## src/rtl/spinner_quad_gen_pkg.sv

```systemverilog
// spinner_pkg: shared types and helpers for the quadrature spinner emulator.
// Holds the Gray phase encoding, the per-direction next-phase functions,
// the step-direction encoding and the accumulator saturation limits.
package spinner_pkg;

  // Quadrature phase {A,B}. Exactly one bit changes between neighbours.
  typedef enum logic [1:0] {
    PH_00 = 2'b00,
    PH_01 = 2'b01,
    PH_11 = 2'b11,
    PH_10 = 2'b10
  } phase_t;

  localparam phase_t PHASE_RESET = PH_11;

  // Direction of the step taken on a tick.
  typedef enum logic [1:0] {
    DIR_NONE = 2'b00,
    DIR_POS  = 2'b01,
    DIR_NEG  = 2'b10
  } dir_t;

  // Positive motion: 00 -> 10 -> 11 -> 01 -> 00
  function automatic phase_t phase_next_pos(phase_t p);
    phase_t n;
    case (p)
      PH_00:   n = PH_10;
      PH_10:   n = PH_11;
      PH_11:   n = PH_01;
      default: n = PH_00;
    endcase
    return n;
  endfunction

  // Negative motion: 00 -> 01 -> 11 -> 10 -> 00
  function automatic phase_t phase_next_neg(phase_t p);
    phase_t n;
    case (p)
      PH_00:   n = PH_01;
      PH_01:   n = PH_11;
      PH_11:   n = PH_10;
      default: n = PH_00;
    endcase
    return n;
  endfunction

  // Sign of a signed accumulator expressed as a step direction.
  function automatic dir_t dir_of(logic is_neg, logic is_zero);
    dir_t d;
    if (is_zero)     d = DIR_NONE;
    else if (is_neg) d = DIR_NEG;
    else             d = DIR_POS;
    return d;
  endfunction

  // Saturation limits of a two's-complement accumulator acc_w bits wide.
  function automatic int acc_max(int acc_w);
    return (1 << (acc_w - 1)) - 1;
  endfunction

  function automatic int acc_min(int acc_w);
    return -(1 << (acc_w - 1));
  endfunction

endpackage

```

## src/rtl/spinner_quad_gen_chan.sv

```systemverilog
// spinner_chan: one spinner axis. Saturating signed position accumulator
// that is drained one count per prescaler tick, Gray phase register that
// steps toward zero, busy and sticky overflow flags.
// Optional keyboard auto-spin counter is built only when SPINNER_KEYS_EN
// is defined; otherwise the key inputs are ignored.
//
// Phase register states:
//   state | meaning
//   PH_11 | reset / idle phase
//   PH_10 | one step positive from 00 (or one step negative from 11)
//   PH_00 | half turn from reset phase
//   PH_01 | one step negative from 00 (or one step positive from 11)
module spinner_chan
  import spinner_pkg::*;
#(
  parameter int DELTA_W       = 8,
  parameter int ACC_W         = 12,
  parameter int KEY_PERIOD    = 48000,
  parameter int KEY_STEP_SLOW = 4,
  parameter int KEY_STEP_FAST = 9
) (
  input  logic               clk,
  input  logic               reset,
  input  logic               tick,
  input  logic               delta_valid,
  input  logic [DELTA_W-1:0] delta,
  input  logic               key_pos,
  input  logic               key_neg,
  input  logic               key_fast,
  output logic [1:0]         quad,
  output logic               busy,
  output logic               overflow
);

  // Headroom for acc +/- 1 plus a delta plus a keyboard step before clamping.
  localparam int SUM_W = ACC_W + 3;
  localparam logic signed [SUM_W-1:0] ACC_MAX_S = SUM_W'(acc_max(ACC_W));
  localparam logic signed [SUM_W-1:0] ACC_MIN_S = SUM_W'(acc_min(ACC_W));

  logic signed [ACC_W-1:0] acc;
  logic signed [ACC_W-1:0] acc_next;
  logic signed [SUM_W-1:0] dec;
  logic signed [SUM_W-1:0] delta_ext;
  logic signed [SUM_W-1:0] key_inj;
  logic signed [SUM_W-1:0] sum;
  logic                    clamp;
  dir_t                    step_dir;
  phase_t                  phase;

  assign quad = phase;

`ifdef SPINNER_KEYS_EN
  localparam int KCNT_W = (KEY_PERIOD > 1) ? $clog2(KEY_PERIOD) : 1;

  logic [KCNT_W-1:0]       key_cnt;
  logic                    key_one;
  logic                    key_fire;
  logic signed [SUM_W-1:0] key_mag;

  assign key_one  = key_pos ^ key_neg;
  assign key_fire = key_one && (key_cnt == KCNT_W'(KEY_PERIOD - 1));

  // Auto-spin period counter: runs only while exactly one key is held.
  always_ff @(posedge clk) begin
    if (!reset)                   key_cnt <= '0;
    else if (!key_one || key_fire) key_cnt <= '0;
    else                          key_cnt <= key_cnt + 1'b1;
  end

  // Signed keyboard injection on the wrap cycle.
  always_comb begin
    key_mag = key_fast ? SUM_W'(KEY_STEP_FAST) : SUM_W'(KEY_STEP_SLOW);
    key_inj = '0;
    if (key_fire) key_inj = key_pos ? key_mag : -key_mag;
  end
`else
  logic unused_keys;
  assign unused_keys = key_pos ^ key_neg ^ key_fast ^ (KEY_PERIOD == 0)
                       ^ (KEY_STEP_SLOW == 0) ^ (KEY_STEP_FAST == 0);
  assign key_inj = '0;
`endif

  // Next accumulator value: drain toward zero on tick, add injections, saturate.
  always_comb begin
    step_dir = DIR_NONE;
    if (tick) step_dir = dir_of(acc[ACC_W-1], acc == '0);
    case (step_dir)
      DIR_POS: dec = SUM_W'(1);
      DIR_NEG: dec = '1;
      default: dec = '0;
    endcase
    delta_ext = delta_valid ? SUM_W'($signed(delta)) : '0;
    sum       = SUM_W'(acc) - dec + delta_ext + key_inj;
    clamp     = 1'b0;
    if (sum > ACC_MAX_S) begin
      acc_next = ACC_MAX_S[ACC_W-1:0];
      clamp    = 1'b1;
    end else if (sum < ACC_MIN_S) begin
      acc_next = ACC_MIN_S[ACC_W-1:0];
      clamp    = 1'b1;
    end else begin
      acc_next = sum[ACC_W-1:0];
    end
  end

  // Channel state: accumulator, phase step, busy and sticky overflow.
  always_ff @(posedge clk) begin
    if (!reset) begin
      acc      <= '0;
      phase    <= PHASE_RESET;
      busy     <= 1'b0;
      overflow <= 1'b0;
    end else begin
      acc  <= acc_next;
      busy <= (acc_next != '0);
      if (clamp) overflow <= 1'b1;
      case (step_dir)
        DIR_POS: phase <= phase_next_pos(phase);
        DIR_NEG: phase <= phase_next_neg(phase);
        default: ;
      endcase
    end
  end

endmodule

```

## src/rtl/spinner_quad_gen.sv

```systemverilog
// spinner_quad_gen: N-channel quadrature encoder emulator. Shared step-rate
// prescaler plus one spinner_chan per axis. Keyboard auto-spin is enabled
// by defining SPINNER_KEYS_EN; without it the key ports are ignored.
module spinner_quad_gen
  import spinner_pkg::*;
#(
  parameter int CHANNELS      = 2,
  parameter int DELTA_W       = 8,
  parameter int ACC_W         = 12,
  parameter int STEP_DIV      = 4,
  parameter int KEY_PERIOD    = 48000,
  parameter int KEY_STEP_SLOW = 4,
  parameter int KEY_STEP_FAST = 9
) (
  input  logic                        clk,
  input  logic                        reset,
  input  logic                        delta_valid,
  input  logic [CHANNELS*DELTA_W-1:0] delta,
  input  logic [CHANNELS-1:0]         key_pos,
  input  logic [CHANNELS-1:0]         key_neg,
  input  logic                        key_fast,
  output logic [2*CHANNELS-1:0]       quad,
  output logic [CHANNELS-1:0]         busy,
  output logic [CHANNELS-1:0]         overflow
);

  localparam int PRE_W = (STEP_DIV > 1) ? $clog2(STEP_DIV) : 1;

  logic [PRE_W-1:0] pre_cnt;
  logic             tick;

  assign tick = (pre_cnt == PRE_W'(STEP_DIV - 1));

  // Shared prescaler: counts 0..STEP_DIV-1, tick on the last count.
  always_ff @(posedge clk) begin
    if (!reset)    pre_cnt <= '0;
    else if (tick) pre_cnt <= '0;
    else           pre_cnt <= pre_cnt + 1'b1;
  end

  for (genvar i = 0; i < CHANNELS; i++) begin : g_chan
    spinner_chan #(
      .DELTA_W      (DELTA_W),
      .ACC_W        (ACC_W),
      .KEY_PERIOD   (KEY_PERIOD),
      .KEY_STEP_SLOW(KEY_STEP_SLOW),
      .KEY_STEP_FAST(KEY_STEP_FAST)
    ) u_chan (
      .clk        (clk),
      .reset      (reset),
      .tick       (tick),
      .delta_valid(delta_valid),
      .delta      (delta[i*DELTA_W +: DELTA_W]),
      .key_pos    (key_pos[i]),
      .key_neg    (key_neg[i]),
      .key_fast   (key_fast),
      .quad       (quad[2*i +: 2]),
      .busy       (busy[i]),
      .overflow   (overflow[i])
    );
  end

endmodule

```

## config.mk

```make
export PLATFORM = sky130hd
export DESIGN_NAME = spinner_quad_gen
export DESIGN_NICKNAME = d
export VERILOG_FILES = /design/src/rtl/spinner_quad_gen_pkg.sv /design/src/rtl/spinner_quad_gen_chan.sv /design/src/rtl/spinner_quad_gen.sv
export SDC_FILE = /design/constraint.sdc
export NUM_CORES = 1
export LEC_CHECK = 0
export CAP_MARGIN = 40
export CORE_MARGIN = 2
export CORE_UTILIZATION = 45
export DETAILED_ROUTE_END_ITERATION = 7
export PLACE_DENSITY_LB_ADDON = 0.15
export SYNTH_ARGS = -nofsm -noshare
export SYNTH_HDL_FRONTEND = slang
export SYNTH_SLANG_ARGS = --single-unit
```

## constraint.sdc

```tcl
create_clock -name clk -period 6.4 [get_ports clk]
set_input_delay 0.96 -clock clk [delete_from_list [all_inputs] [get_ports clk]]
set_output_delay 0.96 -clock clk [all_outputs]
set_load 0.05 [all_outputs]
```

# After elaboration in Yosys (flattened, before gate mapping)
# Index checks and enable logic that the tools add are counted.
totals:
  regBits: 34
  inputBits: 24
  out_inout_bits: 8
  elab_cells: 63
op_classes:
  addsub: 5
  n_lt_le_gt_ge: 4
  eq_ne: 11
  mux: 24
  n_bitwise: 1
  reduce_logical: 9
op_table:
  columns: ["op", "n"]
  rows:
  - ["$pmux 15 s2", 2]
  - ["$mux 12", 4]
  - ["$add 15x15->15", 2]
  - ["$gt 15x12->1 const B", 2]
  - ["$lt 15x12->1 const B", 2]
  - ["$mux 15", 2]
  - ["$sub 12x15->15", 2]
  - ["$logic_not 12->1", 2]
  - ["$pmux 2 s3", 4]
  - ["$reduce_bool 12->1", 2]
  - ["$eq 2x2->1 const B", 7]
  - ["$mux 2", 6]
  - ["$eq 2x1->1 const B", 4]
  - ["$pmux 2 s2", 2]
  - ["$logic_not 2->1", 2]
  - ["$mux 1", 4]
  - ["$reduce_bool 2->1", 2]
  - ["$add 2x1->2 const B", 1]
  - ["$reduce_or 2->1", 1]
  - ["$not 1->1", 1]

# Logic depth before layout (Yosys ltp)
# Gate-level depths: netlist of run 1.
logic_depth:
  ltp_word: 11
  ltp_mapped: 19
  depth_no_buf: 18

# By module
# A second synthesis of run 1 with hierarchy kept.
unflattened:
  cells_unflattened: 403
  area_unflattened_um2: 3392.0
by_module_without_submodules:
  columns: ["mod", "instances", "cells_per_inst", "area_each_um2", "seq_area_each_um2"]
  rows:
  - ["spinner_chan", 2, 199, 1659.1, 320.3]
  - ["spinner_quad_gen", 1, 5, 73.8, 40.0]

# Worst setup path before layout of run 1
# No wires, ideal clock.
synth_path:
  path_kind: "input to register"
  startpoint: "input delta_valid"
  endpoint: "register g_chan[0].u_chan.acc[10]"
  setup_ps: 67
  t_arrival_ps: 4219
  t_required_ps: 6333
  slack_ps: 2114
  path_stages: 16
  n_path_buf: 3
  cell_sequence: "clkbuf_1 > clkbuf_1 > nand2_1 > xor2_1 > ha_1 > a21o_1 > ha_1 > o21ai_1 > o21a_1 > or4_4 > a31oi_4 > xnor2_1 > a31o_1 > or3b_1 > buf_6 > o21ai_2"
synth_via:
  elab_chain_len: 5
  elab_cells_between_ends: 6
  cone_classes: "add/sub: 1; order compare: 2; mux: 3"
synth_lines:
  columns: ["element", "line", "text"]
  rows:
  - ["start: declaration", "spinner_quad_gen.sv:17", "input logic delta_valid,"]
  - ["$mux 15 (*)", "spinner_quad_gen_chan.sv:92", "delta_ext = delta_valid ? SUM_W'($signed(delta)) : '0;"]
  - ["$add 15x15->15 (*)", "spinner_quad_gen_chan.sv:93", "sum = SUM_W'(acc) - dec + delta_ext + key_inj;"]
  - ["$lt 15x12->1", "spinner_quad_gen_chan.sv:98", "end else if (sum < ACC_MIN_S) begin"]
  - ["$mux 12", "spinner_quad_gen_chan.sv:98", null]
  - ["$mux 12 (*)", "spinner_quad_gen_chan.sv:95", "if (sum > ACC_MAX_S) begin"]
  - ["end signal: assignment", "spinner_quad_gen_chan.sv:114", "acc <= acc_next;"]
  - ["end: declaration", "spinner_quad_gen_chan.sv:40", "logic signed [ACC_W-1:0] acc;"]
# Mark *: on every way between the ends. The rest lies on a longest branch, timed or not.
# A chain may end at the register's enable or synchronous reset.

# Worst setup path after layout of run 1
layout_path:
  startpoint: "input delta_valid"
  endpoint: "register g_chan[1].u_chan.acc[4]"
layout_via:
  elab_chain_len: 5
  elab_cells_between_ends: 6
  cone_classes: "add/sub: 1; order compare: 2; mux: 3"
layout_lines:
  columns: ["element", "line"]
  rows:
  - ["$mux 15 (*)", "spinner_quad_gen_chan.sv:92"]
  - ["$add 15x15->15 (*)", "spinner_quad_gen_chan.sv:93"]
  - ["$lt 15x12->1", "spinner_quad_gen_chan.sv:98"]
  - ["$mux 12", "spinner_quad_gen_chan.sv:98"]
  - ["$mux 12 (*)", "spinner_quad_gen_chan.sv:95"]
  - ["end signal: assignment", "spinner_quad_gen_chan.sv:114"]
  - ["end: declaration", "spinner_quad_gen_chan.sv:40"]
# Marked as above.

==> results.cfg, run 1 <==
[status]
status = completed

[global_routing]
grt_pass1_vias = 2810
grt.total_usage = 0.180
grt_max_degree = 18
antenna_found_initial = 0
overflow = 0
grt_pass1_wl_um = 12100

[place]
place_congestion = 0.806
hpwl_um = 5890
portBuffers = 26

[timing]
setup_viol = 0
hold_viol_final = 0
slew_headroom = 0.559
rsz0062_at_grt = no
skew_ns = 0.00395
period_share = 0.783
tightestPinTransition_ns = 0.660
worst_hold_slack_ns = 0.430
tns_ns = 0
report.final.slew_viol_count = 0
min_period_ns = 5.01
max_freq_mhz = 200

[synth]
synth_cells = 401
synthArstFlopShare = 0
ys_types = 54
synth_top_cells_by_count = ha_1, nand2_1, dfxtp_1
yosysSeqAreaShare = 0.205
ys.flop_type = dfxtp_1
synth.largest_area_cell = ha_1
synth_top_cell_area_share = 0.208
ys_top_cells_by_area = ha_1, dfxtp_1, xor2_1
ys_ff_latch = 34
ys_warn_count = 0
avgSynthCellArea_um2 = 8.27
synth_edf_count = 0
yosysMostFrequentCell = ha_1
netlist_area_um2 = 3310
syn-num-nets = 482

[worst_setup_path]
cp_num_cells = 14
crit_required_ns = 6.55
r2r-start = g_chan[0].u_chan.acc[0]
critPathTopFamily = compound AO/OA/AOI/OAI gates
worst-path-buf-inv = 1
crit_path_top_delay_cell = clkdlybuf4s50_1
r2r_slack_ns = 1.71
endpoint_kind = flop
critPathKind = in -> reg
critPathLaunch = delta_valid
r2r_cells = 15
critPathMaxFanout = 17
crit_end = g_chan[1].u_chan.acc[4]
r2r-end = g_chan[0].u_chan.acc[9]
start_kind = input port
cp_cell_sequence = clkdlybuf4s50_1, nand2_1, xor2_1, ha_1, o21bai_1, ha_1, o211ai_1, a21oi_1, nor4_1, o31ai_1, a31oi_1, a31oi_1, o21ai_1, o21ai_1
cp_slowest_stage_delay_ns = 0.89
crit_arrival_ns = 5.17

[detailed_routing]
drt_iter0_drc = 55
drc = 0
drt_first_pass_iters = 4
vias = 2829
drt-total-wl_um = 7100
met3_length_um = 106
antenna_left = 0
wl_met1_um = 3270
viasPerCell = 5.41
dr_wl_met2_um = 3600
routedWlPerCell_um = 13.6
top_layer = met4

[clock_network]
cts_buffers = 5
worstSkewPairLatency_ns = 0.28
clock_sinks = 34
cts_tree = done
clk_pin_slew_worst_paths_ns = 0.07
htreeDepth = 2
cts_setup_buffers = 0
cts_hold_buf = 0
cts_buffer_depth = 2
ctsRootBufferMaster = clkbuf_8
post_cts_resized = 0

[layout]
area_growth_pct = 12.5
layout-drive-gt1-share = 0.0613
regArea_um2 = 681
fillerInstances = 701
fin_nets = 504
antenna_cells = 0
multiInputGateArea_um2 = 2490

[floorplanning]
die_area_um2 = 8070
ios = 32
core_um2 = 7180
die_y_um = 89.8
initial_utilization = 0.462
rows = 31
die_width_um = 89.8

[hold_path]
min_path_type = reg -> reg

[run]
cap_viol_max_count = 0
[flip-flops by register name (all words and copies together) (netlist names)]
signal,count
g_chan.u_chan.busy,2
g_chan.u_chan.overflow,2
pre_cnt,2
g_chan.u_chan.quad,4
g_chan.u_chan.acc,24
[cells in the final DEF, fill, tap and decap left out, drive strengths merged, types with 4 or more instances in the layout]
| master | Yosys | layout |
|---|---|---|
| a21oi | 21 | 21 |
| nor4 | 6 | 6 |
| nand3 | 10 | 10 |
| ha | 55 | 55 |
| o21bai | 7 | 7 |
| nand2b | 15 | 15 |
| nand2 | 35 | 35 |
| clkbuf | 5 | 6 |
| clkdlybuf4s50 | 0 | 26 |
| nor3 | 7 | 7 |
| o21a | 5 | 5 |
| a31oi | 5 | 5 |
| or2 | 4 | 4 |
| xor2 | 25 | 25 |
| a21o | 16 | 16 |
| xnor2 | 11 | 11 |
| and3 | 4 | 4 |
| inv | 20 | 20 |
| nor2 | 25 | 25 |
| dfxtp | 34 | 34 |
| o21ai | 31 | 31 |
| nor2b | 6 | 6 |
| nand3b | 4 | 4 |
| and2 | 7 | 7 |
| o211ai | 6 | 6 |
[cells by family (layout without fill, tap and decap cells)]
group                    after synthesis  count (layout)  share of synthesized area
AO/OA/AOI/OAI                        107             107                      0.222
XOR/XNOR                              36              36                     0.0951
adder cells (fa/ha/maj)               57              57                      0.220
buffers and inverters                 31              54                     0.0423
flip-flops                            34              34                      0.205
multiplexers                           2               2                    0.00642
AND/OR/NAND/NOR                      134             134                      0.209
[final cells by class]
type,instances,area share
Multi-Input combinational cell,336,0.669
Sequential cell,34,0.183
Timing Repair Buffer,26,0.0698
Tap cell,99,0.0332
Clock buffer,6,0.0221
Inverter,20,0.0201
Clock inverter,2,0.00336
[routing by layer]
metal  vias to the layer above  global-route usage
met2                        24               0.346
met3                         8              0.0142
met1                      1315               0.208
li1                       1482                   -
met4                         0              0.0615
met5                         -                   0
[how the worst min path moves through the flow]
stage                from         end  slack (ns)  depth (start not counted)
6_report       pre_cnt[0]  pre_cnt[0]        0.43                          1
5_1_grt        pre_cnt[0]  pre_cnt[0]        0.46                          1
4_1_cts        pre_cnt[0]  pre_cnt[0]        0.44                          1
3_5_place_dp   pre_cnt[0]  pre_cnt[0]        0.43                          1
3_3_place_gp   pre_cnt[0]  pre_cnt[0]        0.41                          1
2_1_floorplan  pre_cnt[0]  pre_cnt[0]        0.40                          1
[through the flow]
| step | worst slack [ns] | instance area, µm² | util | cells |
|---|---|---|---|---|
| 2_1_floorplan | 2.11 | 3310 | - | 401 |
| 3_3_place_gp | 1.13 | 3630 | 0.506 | 515 |
| 3_5_place_dp | 1.05 | 3630 | 0.506 | 515 |
| 4_1_cts | 1.32 | 3730 | 0.520 | 523 |
| 5_1_grt | 1.03 | 3730 | 0.520 | 523 |
| 6_report | 1.39 | 3730 | 0.520 | 523 |
Power of run 1 is not shown: default switching activity piles up to over one toggle a cycle in this logic, so the estimate is an artifact.
==> run 2: changes to the inputs <==
==> constraint.sdc (replaced) <==
create_clock -name clk -period 4.06 [get_ports clk]
set_input_delay 0.609 -clock clk [delete_from_list [all_inputs] [get_ports clk]]
set_output_delay 0.609 -clock clk [all_outputs]
set_load 0.05 [all_outputs]
==> results.cfg, run 2 (synthesis results as in run 1) <==
[timing]
min_period_ns = 3.97
report.final.slew_viol_count = 0
slew_headroom = 0.627
tightestPinTransition_ns = 0.558
max_freq_mhz = 252
finalWorstSetupSlack_ns = 0.0912
skew_ns = 0.00412
setup_viol = 0
period_share = 0.978
hold_viol_final = 0
rsz0062_at_grt = yes
tns_ns = 0

[place]
place_inst = 578
portBuffers = 26
placed_area_um2 = 4120
place_ws_ns = -0.361
place_congestion = 0.846
hpwl_um = 6380

[worst_setup_path]
crit_required_ns = 4.28
critPathTopFamily = simple AND/OR/NAND/NOR gates
cp_cell_sequence = nor4_4, nand3_1, nand3b_1, buf_4, ha_4, buf_6, xor2_4, buf_6, ha_1, ha_4, nand2_1, or4_4, a31oi_4, xnor2_2, a31o_1, or3b_4, buf_6, o21ai_2
endpoint_kind = flop
critPathKind = reg -> reg
crit_path_top_delay_cell = or4_4
critPathMaxFanout = 5
start_kind = flop
cp_slowest_stage_delay_ns = 0.57
crit_arrival_ns = 4.19
crit_top_cell = buf_6
worst-path-buf-inv = 4

[run]
cap_viol_max_count = 0

[detailed_routing]
antenna_left = 0
drt-total-wl_um = 8570
drt_iter0_drc = 89
viasPerCell = 5.29
drt_first_pass_iters = 5
vias = 3181
routedWlPerCell_um = 14.3
met3_length_um = 119
wl_met1_um = 3720
top_layer = met4
drc = 0
dr_wl_met2_um = 4580

[floorplanning]
ios = 32
die_width_um = 89.8
die_area_um2 = 8070
rows = 31
core_um2 = 7180
initial_utilization = 0.462
die_y_um = 89.8

[layout]
fillerInstances = 577
multiInputGateArea_um2 = 2930
layout_common_cells = buf_4, ha_1, nand2_1
regArea_um2 = 689
final_cells = 601
antenna_cells = 0
final_common_cell = buf_4
layout-drive-gt1-share = 0.331
stdcell_area_um2 = 4830
fin_nets = 582
max_flop_register = g_chan.u_chan.acc
area_growth_pct = 45.7
largest_reg_flops = 24

[clock_network]
cts_buffer_depth = 2
clock_sinks = 34
ctsRootBufferMaster = clkbuf_8
cts_tree = done
clk_pin_slew_worst_paths_ns = 0.07
htreeDepth = 2
worstSkewPairLatency_ns = 0.29
cts_buffers = 5

[global_routing]
grt_max_degree = 14
antenna_found_initial = 0
grt.total_usage = 0.200
overflow = 0
grt_pass1_wl_um = 13500
grt_pass1_vias = 3141

[status]
status = completed

[hold_path]
min_path_type = reg -> reg
## run 2: changes by cell type in the layout (fill, tap and decap cells not counted), moves of 4 or more
cell / previous run / this run
ha_1: 55 / 38
inv_2: 0 / 6
nor4_1: 6 / 2
a21oi_1: 21 / 16
buf_6: 0 / 9
ha_4: 0 / 12
ha_2: 0 / 5
buf_4: 0 / 67
inv_1: 20 / 13
xor2_1: 25 / 20
## run 2: worst reg2reg max path, stage by stage (launching register included)
cell      delay [ns]
dfxtp_4         0.36
nor4_4          0.30
nand3_1         0.11
nand3b_1        0.12
buf_4           0.13
ha_4            0.16
buf_6           0.14
xor2_4          0.17
buf_6           0.12
ha_1            0.24
ha_4            0.28
nand2_1         0.05
or4_4           0.57
a31oi_4         0.23
xnor2_2         0.09
a31o_1          0.20
or3b_4          0.42
buf_6           0.15
o21ai_2         0.05
## run 2: final timing paths
check	startpoint	end	slack, ns	depth (start not counted)
setup / recovery	g_chan[0].u_chan.acc[4]	g_chan[0].u_chan.acc[4]	0.09	18
hold / removal	pre_cnt[0]	pre_cnt[0]	0.45	1
setup reg to reg	g_chan[0].u_chan.acc[4]	g_chan[0].u_chan.acc[4]	0.09	18
hold reg to reg	pre_cnt[0]	pre_cnt[0]	0.45	1
## run 2: repair_timing
action                                  4_1_cts  5_1_grt
resized for setup                             9       83
endpoints found under the hold margin         0        0
endpoints found under the setup margin       25       27
setup buffers                                 1       13
gates cloned                                  0        2
pin swaps                                     2       38
hold buffers                                  0        0
## run 2: area by class of cell
class                   count  area share
well taps                  99      0.0256
flip-flops and latches     34       0.143
repair buffers            104       0.187
clock inverters             3     0.00829
inverters                  20      0.0161
multi-input cells         336       0.606
clock buffers               5      0.0142
## run 2: layer usage
layer  GRT usage  vias up
li1            -     1635
met3      0.0260       10
met5           0        -
met2       0.386       27
met4      0.0513        0
met1       0.232     1509
## run 2: metrics by stage
step                utilization  hold WS, ns
global route              0.673        0.468
finish                    0.673        0.453
detailed placement        0.574        0.438
floorplan                     -        0.404
global placement          0.574        0.413
CTS                       0.595        0.449
Power of run 2 is left out for the same reason.
